**src/rtl/reg_wb_arbiter_pkg.sv**
```systemverilog
// Shared definitions for the register-file writeback arbiter.
// Holds default widths and depth, the register count, and the writeback request
// record that holds a destination address and its data.
package reg_wb_arbiter_pkg;

  localparam int DATA_W_DEF     = 32;
  localparam int ADDR_W_DEF     = 5;
  localparam int FIFO_DEPTH_DEF = 2;
  localparam int NUM_REGS_DEF   = 2 ** ADDR_W_DEF;

  typedef struct packed {
    logic [ADDR_W_DEF-1:0] addr;
    logic [DATA_W_DEF-1:0] data;
  } wb_req_t;

endpackage

```
**src/rtl/wb_fifo.sv**
```systemverilog
// Small synchronous FIFO that holds queued register writes.
// Ports: clk/rst (async active-high); push/push_addr/push_data enqueue; pop dequeues;
//        head_* shows the oldest entry; count/empty report occupancy; ent_vld/ent_addr expose every slot.
module wb_fifo
  import reg_wb_arbiter_pkg::*;
#(
  parameter int AW    = ADDR_W_DEF,
  parameter int DW    = DATA_W_DEF,
  parameter int DEPTH = FIFO_DEPTH_DEF
) (
  input  logic                     clk,
  input  logic                     rst,
  input  logic                     push,
  input  logic [AW-1:0]            push_addr,
  input  logic [DW-1:0]            push_data,
  input  logic                     pop,
  output logic [AW-1:0]            head_addr,
  output logic [DW-1:0]            head_data,
  output logic [$clog2(DEPTH+1)-1:0] count,
  output logic                     empty,
  output logic [DEPTH-1:0]         ent_vld,
  output logic [DEPTH-1:0][AW-1:0] ent_addr
);

  localparam int PW = $clog2(DEPTH);
  localparam int CW = $clog2(DEPTH + 1);

  logic [AW-1:0] mem_addr [DEPTH];
  logic [DW-1:0] mem_data [DEPTH];
  logic [PW-1:0] rd_ptr;
  logic [PW-1:0] wr_ptr;
  logic          full;
  logic          do_push;
  logic          do_pop;

  assign full    = (count == CW'(DEPTH));
  assign empty   = (count == '0);
  assign do_push = push && !full;
  assign do_pop  = pop && !empty;

  always_ff @(posedge clk or posedge rst) begin
    if (rst) begin
      rd_ptr <= '0;
      wr_ptr <= '0;
      count  <= '0;
    end else begin
      if (do_push) wr_ptr <= wr_ptr + PW'(1);
      if (do_pop)  rd_ptr <= rd_ptr + PW'(1);
      count <= count + CW'(do_push) - CW'(do_pop);
    end
  end

  always_ff @(posedge clk) begin
    if (do_push) begin
      mem_addr[wr_ptr] <= push_addr;
      mem_data[wr_ptr] <= push_data;
    end
  end

  assign head_addr = mem_addr[rd_ptr];
  assign head_data = mem_data[rd_ptr];

  // A slot is live when its distance from the read pointer (mod DEPTH) is below count.
  for (genvar g = 0; g < DEPTH; g++) begin : g_ent
    logic [PW-1:0] off;
    assign off         = PW'(g) - rd_ptr;
    assign ent_vld[g]  = (CW'(off) < count);
    assign ent_addr[g] = mem_addr[g];
  end

endmodule

```
**src/rtl/reg_wb_arbiter.sv**
```systemverilog
// Shares the single register-file write port between requester A (pipeline) and B (multi-cycle unit).
// Ports: a_*/b_* valid-ready write requests; wr_en/wr_addr/wr_data registered write port;
//        grant_b marks a B-sourced write; pending flags registers with queued or issuing writes.
// Build option RR_ARB_EN: round-robin between A and B when both are waiting (default: A always wins).
module reg_wb_arbiter
  import reg_wb_arbiter_pkg::*;
#(
  parameter int DATA_W     = DATA_W_DEF,
  parameter int ADDR_W     = ADDR_W_DEF,
  parameter int FIFO_DEPTH = FIFO_DEPTH_DEF
) (
  input  logic                  clk,
  input  logic                  rst,
  input  logic                  a_valid,
  output logic                  a_ready,
  input  logic [ADDR_W-1:0]     a_addr,
  input  logic [DATA_W-1:0]     a_data,
  input  logic                  b_valid,
  output logic                  b_ready,
  input  logic [ADDR_W-1:0]     b_addr,
  input  logic [DATA_W-1:0]     b_data,
  output logic                  wr_en,
  output logic [ADDR_W-1:0]     wr_addr,
  output logic [DATA_W-1:0]     wr_data,
  output logic [2**ADDR_W-1:0]  pending,
  output logic                  grant_b
);

  localparam int CW = $clog2(FIFO_DEPTH + 1);

  logic                             a_empty, b_empty;
  logic [CW-1:0]                    a_count, b_count;
  logic [ADDR_W-1:0]                a_head_addr, b_head_addr;
  logic [DATA_W-1:0]                a_head_data, b_head_data;
  logic [FIFO_DEPTH-1:0]            a_ent_vld, b_ent_vld;
  logic [FIFO_DEPTH-1:0][ADDR_W-1:0] a_ent_addr, b_ent_addr;
  logic                             a_push, b_push;
  logic                             a_pop, b_pop;
  logic                             sel_b;
  logic                             any_req;

  // Ready comes from registered occupancy only, so a full FIFO refuses even while it pops.
  assign a_ready = (a_count < CW'(FIFO_DEPTH));
  assign b_ready = (b_count < CW'(FIFO_DEPTH));

  // Writes to register 0 are accepted but dropped on the floor.
  assign a_push = a_valid && a_ready && (a_addr != '0);
  assign b_push = b_valid && b_ready && (b_addr != '0);

  assign any_req = !a_empty || !b_empty;

`ifdef RR_ARB_EN
  logic contested;
  logic rr_b;   // 1: next contested grant goes to B

  assign contested = !a_empty && !b_empty;
  assign sel_b     = contested ? rr_b : !b_empty;

  always_ff @(posedge clk or posedge rst) begin
    if (rst)            rr_b <= 1'b0;
    else if (contested) rr_b <= ~rr_b;
  end
`else
  assign sel_b = a_empty && !b_empty;
`endif

  assign a_pop = !a_empty && !sel_b;
  assign b_pop = !b_empty && sel_b;

  wb_fifo #(.AW(ADDR_W), .DW(DATA_W), .DEPTH(FIFO_DEPTH)) u_fifo_a (
    .clk       (clk),
    .rst       (rst),
    .push      (a_push),
    .push_addr (a_addr),
    .push_data (a_data),
    .pop       (a_pop),
    .head_addr (a_head_addr),
    .head_data (a_head_data),
    .count     (a_count),
    .empty     (a_empty),
    .ent_vld   (a_ent_vld),
    .ent_addr  (a_ent_addr)
  );

  wb_fifo #(.AW(ADDR_W), .DW(DATA_W), .DEPTH(FIFO_DEPTH)) u_fifo_b (
    .clk       (clk),
    .rst       (rst),
    .push      (b_push),
    .push_addr (b_addr),
    .push_data (b_data),
    .pop       (b_pop),
    .head_addr (b_head_addr),
    .head_data (b_head_data),
    .count     (b_count),
    .empty     (b_empty),
    .ent_vld   (b_ent_vld),
    .ent_addr  (b_ent_addr)
  );

  // Address and data hold across idle cycles; only wr_en drops.
  always_ff @(posedge clk or posedge rst) begin
    if (rst) begin
      wr_en   <= 1'b0;
      wr_addr <= '0;
      wr_data <= '0;
      grant_b <= 1'b0;
    end else begin
      wr_en <= any_req;
      if (any_req) begin
        wr_addr <= sel_b ? b_head_addr : a_head_addr;
        wr_data <= sel_b ? b_head_data : a_head_data;
        grant_b <= sel_b;
      end
    end
  end

  always_comb begin
    pending = '0;
    for (int i = 0; i < FIFO_DEPTH; i++) begin
      if (a_ent_vld[i]) pending[a_ent_addr[i]] = 1'b1;
      if (b_ent_vld[i]) pending[b_ent_addr[i]] = 1'b1;
    end
    if (wr_en) pending[wr_addr] = 1'b1;
    pending[0] = 1'b0;
  end

endmodule

```
**config.mk**
```make
export PLATFORM = sky130hd
export DESIGN_NAME = reg_wb_arbiter
export DESIGN_NICKNAME = d
export VERILOG_FILES = /design/src/rtl/reg_wb_arbiter_pkg.sv /design/src/rtl/wb_fifo.sv /design/src/rtl/reg_wb_arbiter.sv
export SDC_FILE = /design/constraint.sdc
export NUM_CORES = 1
export LEC_CHECK = 0
export CORE_MARGIN = 5
export CORE_UTILIZATION = 51
export CTS_CLUSTER_SIZE = 10
export DETAILED_ROUTE_END_ITERATION = 16
export PLACE_DENSITY = 0.8
export SLEW_MARGIN = 10
export SYNTH_ARGS = -nofsm -noshare
export SYNTH_HDL_FRONTEND = slang
export SYNTH_SLANG_ARGS = --single-unit
```
**constraint.sdc**
```tcl
create_clock -name clk -period 3.8 [get_ports clk]
set_clock_uncertainty 0.15 [all_clocks]
set_input_delay 0.76 -clock clk [delete_from_list [all_inputs] [get_ports clk]]
set_output_delay 0.76 -clock clk [all_outputs]
set_load 0.05 [all_outputs]
```
Word level (Yosys, flattened, before mapping)
Memories as Yosys holds them, arrays and structs flattened.
Cells that the tools add are included.
W data, S select, Z words.
Cells by class
  add/subtract/negate cells: 12
  magnitude comparators: 16
  equal/unequal tests: 2
  mux-type cells: 21
  bitwise operators: 4
  reductions and logical operators: 26
Operator list (count)
  $mux W32: 6
  $or A32 B32 Y32: 4
  $lt A5 B6 Y1 const B: 5
  $demux W1 S5: 5
  $ge A5 B1 Y1 const B: 5
  $logic_and A1 B1 Y1: 16
  $reduce_bool A5 Y1: 2
  $mux W1: 9
  $lt A1 B2 Y1: 4
  $logic_not A1 Y1: 5
  $mux W5: 1
  $add A1 B1 Y1 const B: 4
  $add A2 B1 Y2: 2
  $eq A2 B2 Y1 const B: 2
  $logic_not A2 Y1: 2
  $lt A2 B2 Y1 const B: 2
  $sub A1 B1 Y1 const A: 4
  $sub A2 B1 Y2: 2
  $logic_or A1 B1 Y1: 1
Storage, ports and cells
  flip-flop bits (word level): 47
  bits in writable memories: 148
  input port bits: 78
  output and inout port bits: 73
  logic and storage cells: 95
  memories kept: 4
Memories
  u_fifo_a.mem_data: words 2, width 32, rd ports 1, clocked after memory_dff 0, wr ports 1, RTL line wb_fifo.sv:29  | logic [DW-1:0] mem_data [DEPTH];
  u_fifo_b.mem_data: words 2, width 32, rd ports 1, clocked after memory_dff 0, wr ports 1, RTL line wb_fifo.sv:29
  u_fifo_a.mem_addr: words 2, width 5, rd ports 3, clocked after memory_dff 0, wr ports 1, RTL line wb_fifo.sv:28  | logic [AW-1:0] mem_addr [DEPTH];
  u_fifo_b.mem_addr: words 2, width 5, rd ports 3, clocked after memory_dff 0, wr ports 1, RTL line wb_fifo.sv:28

Depth between registers and ports, before layout
Gate-level depths: netlist of run 1.
An unclocked memory read counts as a cell.
  depth in word-level cells: 14
  mapped depth: 9
  mapped depth without buffers: 7

Hierarchy
A second synthesis of run 1 with hierarchy kept.
Second synthesis, totals
  cell total of the unflattened synthesis: 661
  area, all modules: 9049.9 sq um
Modules (own cells, without submodules)
  wb_fifo: instances 2, cells an instance 138, area an instance 2921.6 sq um, sequential area each 2322.2 sq um
  reg_wb_arbiter: instances 1, cells an instance 385, area an instance 3206.8 sq um, sequential area each 975.9 sq um

Worst setup path before layout of run 1
Ideal clock, no wire load.
  path type: register to register
  start: reg u_fifo_b.count[1]
  end: mem u_fifo_b.mem_addr[0][0] (netlist bit), enable pin
  library setup time: 0.436 ns
  arrival time: 2.857 ns
  required time: 3.214 ns
  slack: 0.358 ns
  cell stages (with the launch flop): 5
  buffers on the path: 1
  clock period less this slack: 3.442 ns
  cell sequence: dfrtp_1 > buf_4 > inv_1 > o311a_1 > nor2b_1
On the way
  longest elaborated chain between the ends: 6
  elaborated cells between the ends (all ways): 8
  classes of those cells: order compare (1); eq/ne (1); mux (2); reduce/logical (4)
RTL lines
  from (decl): RTL line wb_fifo.sv:19  | output logic [$clog2(DEPTH+1)-1:0] count,
  from (signal assigned): RTL line wb_fifo.sv:49  | count <= count + CW'(do_push) - CW'(do_pop);
  $lt A2 B2 Y1: RTL line reg_wb_arbiter.sv:44  | assign b_ready = (b_count < CW'(FIFO_DEPTH));
  via b_ready: RTL line reg_wb_arbiter.sv:19  | output logic b_ready,
  $logic_and A1 B1 Y1 (2 in a row): RTL line reg_wb_arbiter.sv:48  | assign b_push = b_valid && b_ready && (b_addr != '0);
  $logic_and A1 B1 Y1: RTL line wb_fifo.sv:38  | assign do_push = push && !full;
  via u_fifo_b.do_push: RTL line wb_fifo.sv:33  | logic do_push;
  $mux W1: RTL line wb_fifo.sv:54  | if (do_push) begin
  $mux W1 (implied by the code): RTL line wb_fifo.sv:55  | mem_addr[wr_ptr] <= push_addr;
  to (decl): RTL line wb_fifo.sv:28
The timed path passes the listed nets, and every way through them passes these cells.

Final worst setup path of run 1
  start: reg u_fifo_a.count[0]
  end: out pending[12]
On the way
  longest elaborated chain between the ends: 10
  elaborated cells between the ends (all ways): 11
  classes of those cells: order compare (2); mux (5); bitwise (4)
RTL lines
  from (decl): RTL line wb_fifo.sv:19
  from (signal assigned): RTL line wb_fifo.sv:49
  $lt A1 B2 Y1: RTL line wb_fifo.sv:67  | assign ent_vld[g] = (CW'(off) < count);
  $mux W32: RTL line reg_wb_arbiter.sv:120  | if (a_ent_vld[i]) pending[a_ent_addr[i]] = 1'b1;
  $or A32 B32 Y32 (no line)
  $mux W32: RTL line reg_wb_arbiter.sv:121  | if (b_ent_vld[i]) pending[b_ent_addr[i]] = 1'b1;
  $or A32 B32 Y32 (no line)
  $mux W32 (*): RTL line reg_wb_arbiter.sv:120
  $or A32 B32 Y32 (no line)
  $mux W32 (*): RTL line reg_wb_arbiter.sv:121
  $or A32 B32 Y32 (no line)
  $mux W32 (*): RTL line reg_wb_arbiter.sv:123  | if (wr_en) pending[wr_addr] = 1'b1;
  to (decl): RTL line reg_wb_arbiter.sv:25  | output logic [2**ADDR_W-1:0] pending,
Mark *: on every way between the ends. The rest lies on a longest branch, timed or not.

==> results of run 1 <==
report_power, final:
part	leakage [nW]	internal, mW	switching, mW
combinational	1.76	1.24	2.49
sequential	1.91	2.88	0.422
clock	0.257	0.904	0.755
how the worst max path moves through the flow:
| stage | endpoint | cells after the start |
|---|---|---|
| 2_1_floorplan | u_fifo_b.mem_addr[0][0] | 4 |
| 6_report | pending[12] | 5 |
| 4_1_cts | pending[19] | 5 |
| 3_3_place_gp | pending[23] | 5 |
| 5_1_grt | pending[12] | 5 |
| 3_5_place_dp | pending[23] | 5 |
cells in the final DEF (no fill, tap or decap), types with 4 or more instances in the layout:
master | Yosys | final
nor3_1 | 4 | 4
clkdlybuf4s50_1 | 0 | 143
mux2i_1 | 37 | 37
nand2b_1 | 4 | 4
edfxtp_1 | 148 | 148
inv_1 | 9 | 8
o211ai_1 | 5 | 5
nand3_1 | 14 | 14
and3_1 | 4 | 4
nand3b_1 | 13 | 13
nor2_4 | 0 | 4
dfrtp_2 | 0 | 4
o22ai_1 | 42 | 42
a21oi_1 | 75 | 75
nor2_1 | 75 | 71
xnor2_1 | 4 | 4
a22oi_1 | 4 | 4
nand2_1 | 14 | 14
buf_4 | 7 | 13
clkbuf_16 | 0 | 17
nor3b_1 | 5 | 5
nor2b_1 | 45 | 44
dfrtp_1 | 47 | 43
a211oi_1 | 37 | 37
or3b_2 | 7 | 7
or3_1 | 24 | 24
critical path: stages (launching register included):
cell and delay (ns):
dfrtp_1 0.45, nor2b_2 0.23, o21ai_2 0.45, o22ai_1 0.15, or3_1 0.39, clkdlybuf4s50_1 0.71
logic make-up after synthesis:
logic type               Yosys count  synth area share
XOR/XNOR                           6           0.00597
flip-flops                       195             0.639
AND/OR/NAND/NOR                  225             0.140
AO/OA/AOI/OAI                    190             0.140
other                              1          0.000426
multiplexers                      37            0.0421
buffers and inverters             56            0.0306
adder cells (fa/ha/maj)            2           0.00284
sequential cells by signal (all words and copies together), names as in the netlist:
signal,flops
u_fifo_a.mem_addr,10
wr_addr,5
wr_data,32
u_fifo_b.mem_data,64
u_fifo_a.count,2
u_fifo_a.rd_ptr,1
u_fifo_b.rd_ptr,1
u_fifo_b.mem_addr,10
u_fifo_a.mem_data,64
grant_b,1
u_fifo_a.wr_ptr,1
wr_en,1
u_fifo_b.wr_ptr,1
u_fifo_b.count,2
synth_stat cells (2+ instances only):
cell type  number
edfxtp_1      148
a21oi_1        75
nor2_1         75
dfrtp_1        47
nor2b_1        45
o22ai_1        42
a211oi_1       37
mux2i_1        37
or3_1          24
buf_2          19
clkbuf_1       17
nand2_1        14
nand3_1        14
nand3b_1       13
inv_1           9
buf_4           7
or3b_2          7
nor3b_1         5
o211ai_1        5
a22oi_1         4
and3_1          4
nand2b_1        4
nor3_1          4
xnor2_1         4
a2bb2oi_1       3
and2_1          3
nand2_2         3
o21ai_2         3
a21o_1          2
a221o_1         2
and3b_1         2
buf_1           2
ha_1            2
o211ai_2        2
o21ai_0         2
o21ai_1         2
o221ai_1        2
o2bb2a_1        2
or4_1           2
xor2_1          2
per-layer routing:
metal	wire length (µm)	part of all wire
met3	1590	0.068
met4	665	0.028
met5	0	0
met2	11900	0.50
met1	9430	0.40
timing repair:
item,4_1_cts,5_1_grt
hold buffers,0,0
endpoints found under the hold margin,0,0
gates resized for setup,1,3
endpoints found under the setup margin,1,11
layout make-up:
| cell class | instances | share of cell area |
|---|---|---|
| Sequential cell | 195 | 0.511 |
| Multi-Input combinational cell | 461 | 0.268 |
| Timing Repair Buffer | 159 | 0.143 |
| Clock buffer | 20 | 0.0397 |
| Tap cell | 225 | 0.0256 |
| Clock inverter | 12 | 0.00978 |
| Inverter | 9 | 0.00307 |
metrics by stage:
step	setup slack [ns]	setup TNS, ns	hold slack, ns
6_report	0.0823	0	0.363
5_1_grt	-0.00930	-0.00930	0.399
3_5_place_dp	0.466	0	0.330
3_3_place_gp	0.486	0	0.342
2_1_floorplan	0.358	0	0.305
4_1_cts	0.0107	0	0.370
==> results.md, run 1 <==
* CTS max path bufs at 2
* Worst vdd ir at 0.000443 V
* Drt initial violations at 487
* Post-route ant nets at 0
* Worst reg2reg endpoint: u_fifo_a.mem_data[0][24]
* CTS Sinks at 195
* DRC violations left at 0
* Syn avg cell area at 12.4 µm²
* Period utilization at 0.978
* Status: finished clean
* Ys flop type: edfxtp_1
* Final Setup Violations at 0
* Mapped Cells at 712
* Die Height at 141 µm
* Post-synth EDFFs at 148
* CTS Root Cell: clkbuf_16
* Number of distinct library cells after synthesis at 56
* Fin area at 0.0110 mm²
* Die Wd at 141 µm
* Crit end category: output pin
* Grt ovf at 0
* Skew-Pair Late Insertion Delay at 0.43 ns
* Inst Count DP at 1,049
* Sequential element share of the synthesized area at 0.639
* Number of antenna violations at the first check in global routing at 0
* Synth Net Count at 792
* Dpl cell area at 0.0105 mm²
* Filler Cells Inserted at 1,313
* Vias in the first global route at 6,562
* Hold-critical path endpoint: wr_data[1]
* Avg WL per Cell at 21.8 µm
* Hold Crit Depth at 2
* RSZ-0062 raised after global routing: yes
* Vias at 6,453
* DR pass1 iterations at 5
* P&R area growth vs syn at 25.1%
* Grt met1 use at 0.287
* Yosys warns at 0
* Vias per inst at 5.97
* Layout Cells excl Fill at 1,081
* Die footprint at 0.0200 mm²
* Setup bufs post-CTS at 0
* Final Wtd Congestion at 1.02
* Worst r2r src: u_fifo_a.count[1]
* CTS clk-pin slew, worst paths at 0.07 ns
* Num CTS Buffers at 17
* Starting Density at 0.514
* Kind of critical path: flip-flop to output pin
* Total track usage at 0.236
* P_leak at 3.93 nW
* I/O Pins at 151
* GR Util met3 at 0.0553
* Fin util at 0.643
* Power Density at 790 mW/mm²
* CP Max Fanout at 7
* Crit. Startpoint: u_fifo_a.count[0]
* CP arrival at 2.81 ns
* Worst reg2reg setup slack at 1.34 ns
* Core Footprint at 0.0171 mm²
* Max Cap Violations at 0
* Largest cells by area after synthesis: edfxtp_1 51%, dfrtp_1 13%, a21oi_1 4.3%
* Seq cells post-synth at 195
* Cell taking the most area after synthesis: edfxtp_1
* Final #Nets at 923
* Share of layout cells above drive strength 1 at 0.0853
* Gr busiest metal: met2
* Area occupied by registers at 0.00563 mm²
* Final Hold Viols at 0
* Hold Path Class: flip-flop to flip-flop
* Hold_sp: u_fifo_a.mem_data[1][1]
* R2R cell count at 3
* Multi-input gate area at 0.00295 mm²
* FFs w/ async S/R, synth at 0.241
* Startpoint types: flip-flop
* CTS tree: yes
* Post-layout min period at 3.72 ns
* Final WL at 23.6 mm
* Rows at 48
* Port bufs at 149
* Met2 Use GR at 0.405
* Total power at 8.69 mW
* N_diodes at 0
* Yosys top cell area share at 0.505
* CP required at 2.89 ns
* Mapped cell area at 0.00880 mm²
* Pin count of the biggest net entering global routing at 78
* Relative slew slack at 0.199
* First-pass GRT wire length at 35.9 mm
* Worst slew pin tran at 1.20 ns
* Post-DP HPWL at 16.1 mm
* Pins Over Slew Limit at 0
* FMAX at 269 MHz
* Max H-tree Level at 4
(Power assumes the default switching activity.)
==> run 2: changes to the inputs <==
CTS_CLUSTER_DIAMETER = 200   (was unset)
==> results of run 2 <==
The final DEF is identical to that of run 1; final timing and power are the same.
==> run 3: changes to the inputs <==
SLEW_MARGIN = unset   (was 10)
clock period = 4.4 ns   (was 3.8 ns; I/O delays follow)
==> results.md, run 3 (synthesis gave the netlist of run 1 again) <==
* Port bufs at 149 (unchanged)
* CP max-delay cell: clkdlybuf4s50_1
* CTS clk-pin slew, worst paths at 0.07 ns (about the same)
* Startpoint types: flip-flop
* Relative slew slack at 0.352 (+0.153)
* Grt ovf at 0 (unchanged)
* Post-place setup slack at 0.925 ns (+0.459 ns)
* Period utilization at 0.906
* Total power at 7.66 mW (-12%)
* Post-CTS Resized at 0 (-1)
* Top flop regs: u_fifo_a.mem_data (64), u_fifo_b.mem_data (64), wr_data (32)
* Drt initial violations at 432 (-11%)
* Final Hold Viols at 0 (unchanged)
* Final Setup Violations at 0 (unchanged)
* Starting Density at 0.514 (unchanged)
* Fin area at 0.0111 mm² (+0.72%)
* Layout Cells excl Fill at 1,079 (-0.19%)
* Die Wd at 141 µm (unchanged)
* Sum of negative setup slack at 0 ns (unchanged)
* Vias in the first global route at 6,449 (-1.7%)
* Pins Over Slew Limit at 0 (unchanged)
* I/O Pins at 151 (unchanged)
* Share of layout cells above drive strength 1 at 0.0808 (-0.00448)
* P&R area growth vs syn at 26.0%
* CTS Root Cell: clkbuf_16
* Post-layout min period at 3.99 ns
* Core Footprint at 0.0171 mm² (unchanged)
* Vias per inst at 5.92 (-0.76%)
* Avg WL per Cell at 21.7 µm (-0.50%)
* DR pass1 iterations at 5 (unchanged)
* Setup bufs post-CTS at 0 (unchanged)
* Crit end category: output pin
* P_leak at 3.94 nW (+0.18%)
* Fin util at 0.647 (+0.00460)
* Max Cap Violations at 0 (unchanged)
* CP Cell Sequence: nor2b_4 > o21ai_1 > o22ai_1 > or3_1 > clkdlybuf4s50_1
* Final Wtd Congestion at 0.951 (-6.7%)
* CP Max Fanout at 8 (+1)
* Kind of critical path: flip-flop to output pin
* Pin count of the biggest net entering global routing at 76 (-2.6%)
* Dpl cell area at 0.0105 mm² (about the same)
* Skew-Pair Late Insertion Delay at 0.43 ns (about the same)
* Worst vdd ir at 0.000469 V (+6.0%)
* Num CTS Buffers at 17 (unchanged)
* Total track usage at 0.234 (-0.00215)
* CTS Sinks at 195 (unchanged)
* CP arrival at 2.96 ns (+0.15 ns)
* Max H-tree Level at 4 (unchanged)
* Rows at 48 (unchanged)
* Critical Path Max Stage Delay at 0.72 ns (about the same)
* CP required at 3.37 ns (+0.48 ns)
* Inst Count DP at 1,047 (-0.19%)
* Post-route ant nets at 0 (unchanged)
* Vias at 6,392 (-0.95%)
* CTS tree: yes
* Die footprint at 0.0200 mm² (unchanged)
* Hold_buf cts at 0 (unchanged)
* Most frequent cells in the layout: 149 x clkdlybuf4s50_1, 148 x edfxtp_1, 75 x a21oi_1
* DRC violations left at 0 (unchanged)
* Hold Crit Depth at 2 (unchanged)
* First-pass GRT wire length at 35.5 mm (-1.2%)
* N_diodes at 0 (unchanged)
* R2R cell count at 3 (unchanged)
* Final #Nets at 921 (-0.22%)
* RSZ-0062 raised after global routing: no
* Die Height at 141 µm (unchanged)
* CTS max path bufs at 2 (unchanged)
* Power Density at 691 mW/mm² (-13%)
* Worst setup margin at 0.415 ns (+0.333 ns)
* Hold Path Class: flip-flop to flip-flop
* Worst slew pin tran at 0.971 ns (-0.227 ns)
* FMAX at 251 MHz
* Final WL at 23.4 mm (-0.68%)
* Post-DP HPWL at 16.1 mm (+0.48%)
* Hold slack at 0.371 ns (+0.00810 ns)
* Status: finished clean
* Commonest non-fill, non-tap cell in the layout: clkdlybuf4s50_1
* Number of antenna violations at the first check in global routing at 0 (unchanged)
## run 3: cell types whose count changed in the layout (fill, tap and decap cells not counted), moves of 2 or more
cell / before / now
clkbuf_1: 3 / 1
dfrtp_1: 43 / 45
clkdlybuf4s50_1: 143 / 149
dfrtp_2: 4 / 2
bufinv_16: 1 / 3
clkinv_1: 2 / 0
buf_4: 13 / 6
## run 3: worst max-delay path, delay by kind of cell, from the launching register on
family,cells,cell delay [ns]
AOI/OAI and AO/OA,2,0.79
buffers and inverters,1,0.72
and+or+nand+nor,2,0.55
DFF,1,0.46
## run 3: final cells by class
type / instances / area [µm²]
fill: 1316 / 6040
sequential: 195 / 5620
multi-input combinational: 461 / 2950
timing repair buffer: 157 / 1580
clock buffer: 19 / 443
tap: 225 / 282
clock inverter: 13 / 176
inverter: 9 / 33.8
## run 3: metal layers
metal / global-route usage / wire length, µm
met1: 0.281 / 9140
met2: 0.415 / 12100
met3: 0.0485 / 1510
met4: 0.0882 / 701
met5: 0 / 0
## run 3: worst paths after layout
check	slack, ns	from	end
max reg2reg	1.99	u_fifo_b.count[1]	u_fifo_b.mem_data[1][14]
max	0.41	u_fifo_b.count[0]	pending[5]
min in group asynchronous	0.70	rst	wr_data[27]
max in group asynchronous	2.62	rst	u_fifo_a.rd_ptr
min	0.37	u_fifo_a.mem_data[1][5]	wr_data[5]
min reg2reg	0.37	u_fifo_a.mem_data[1][5]	wr_data[5]
## run 3: report_power, final
part / switching (mW) / internal [mW]
clock: 0.679 / 0.920
sequential: 0.355 / 2.49
combinational: 2.14 / 1.08
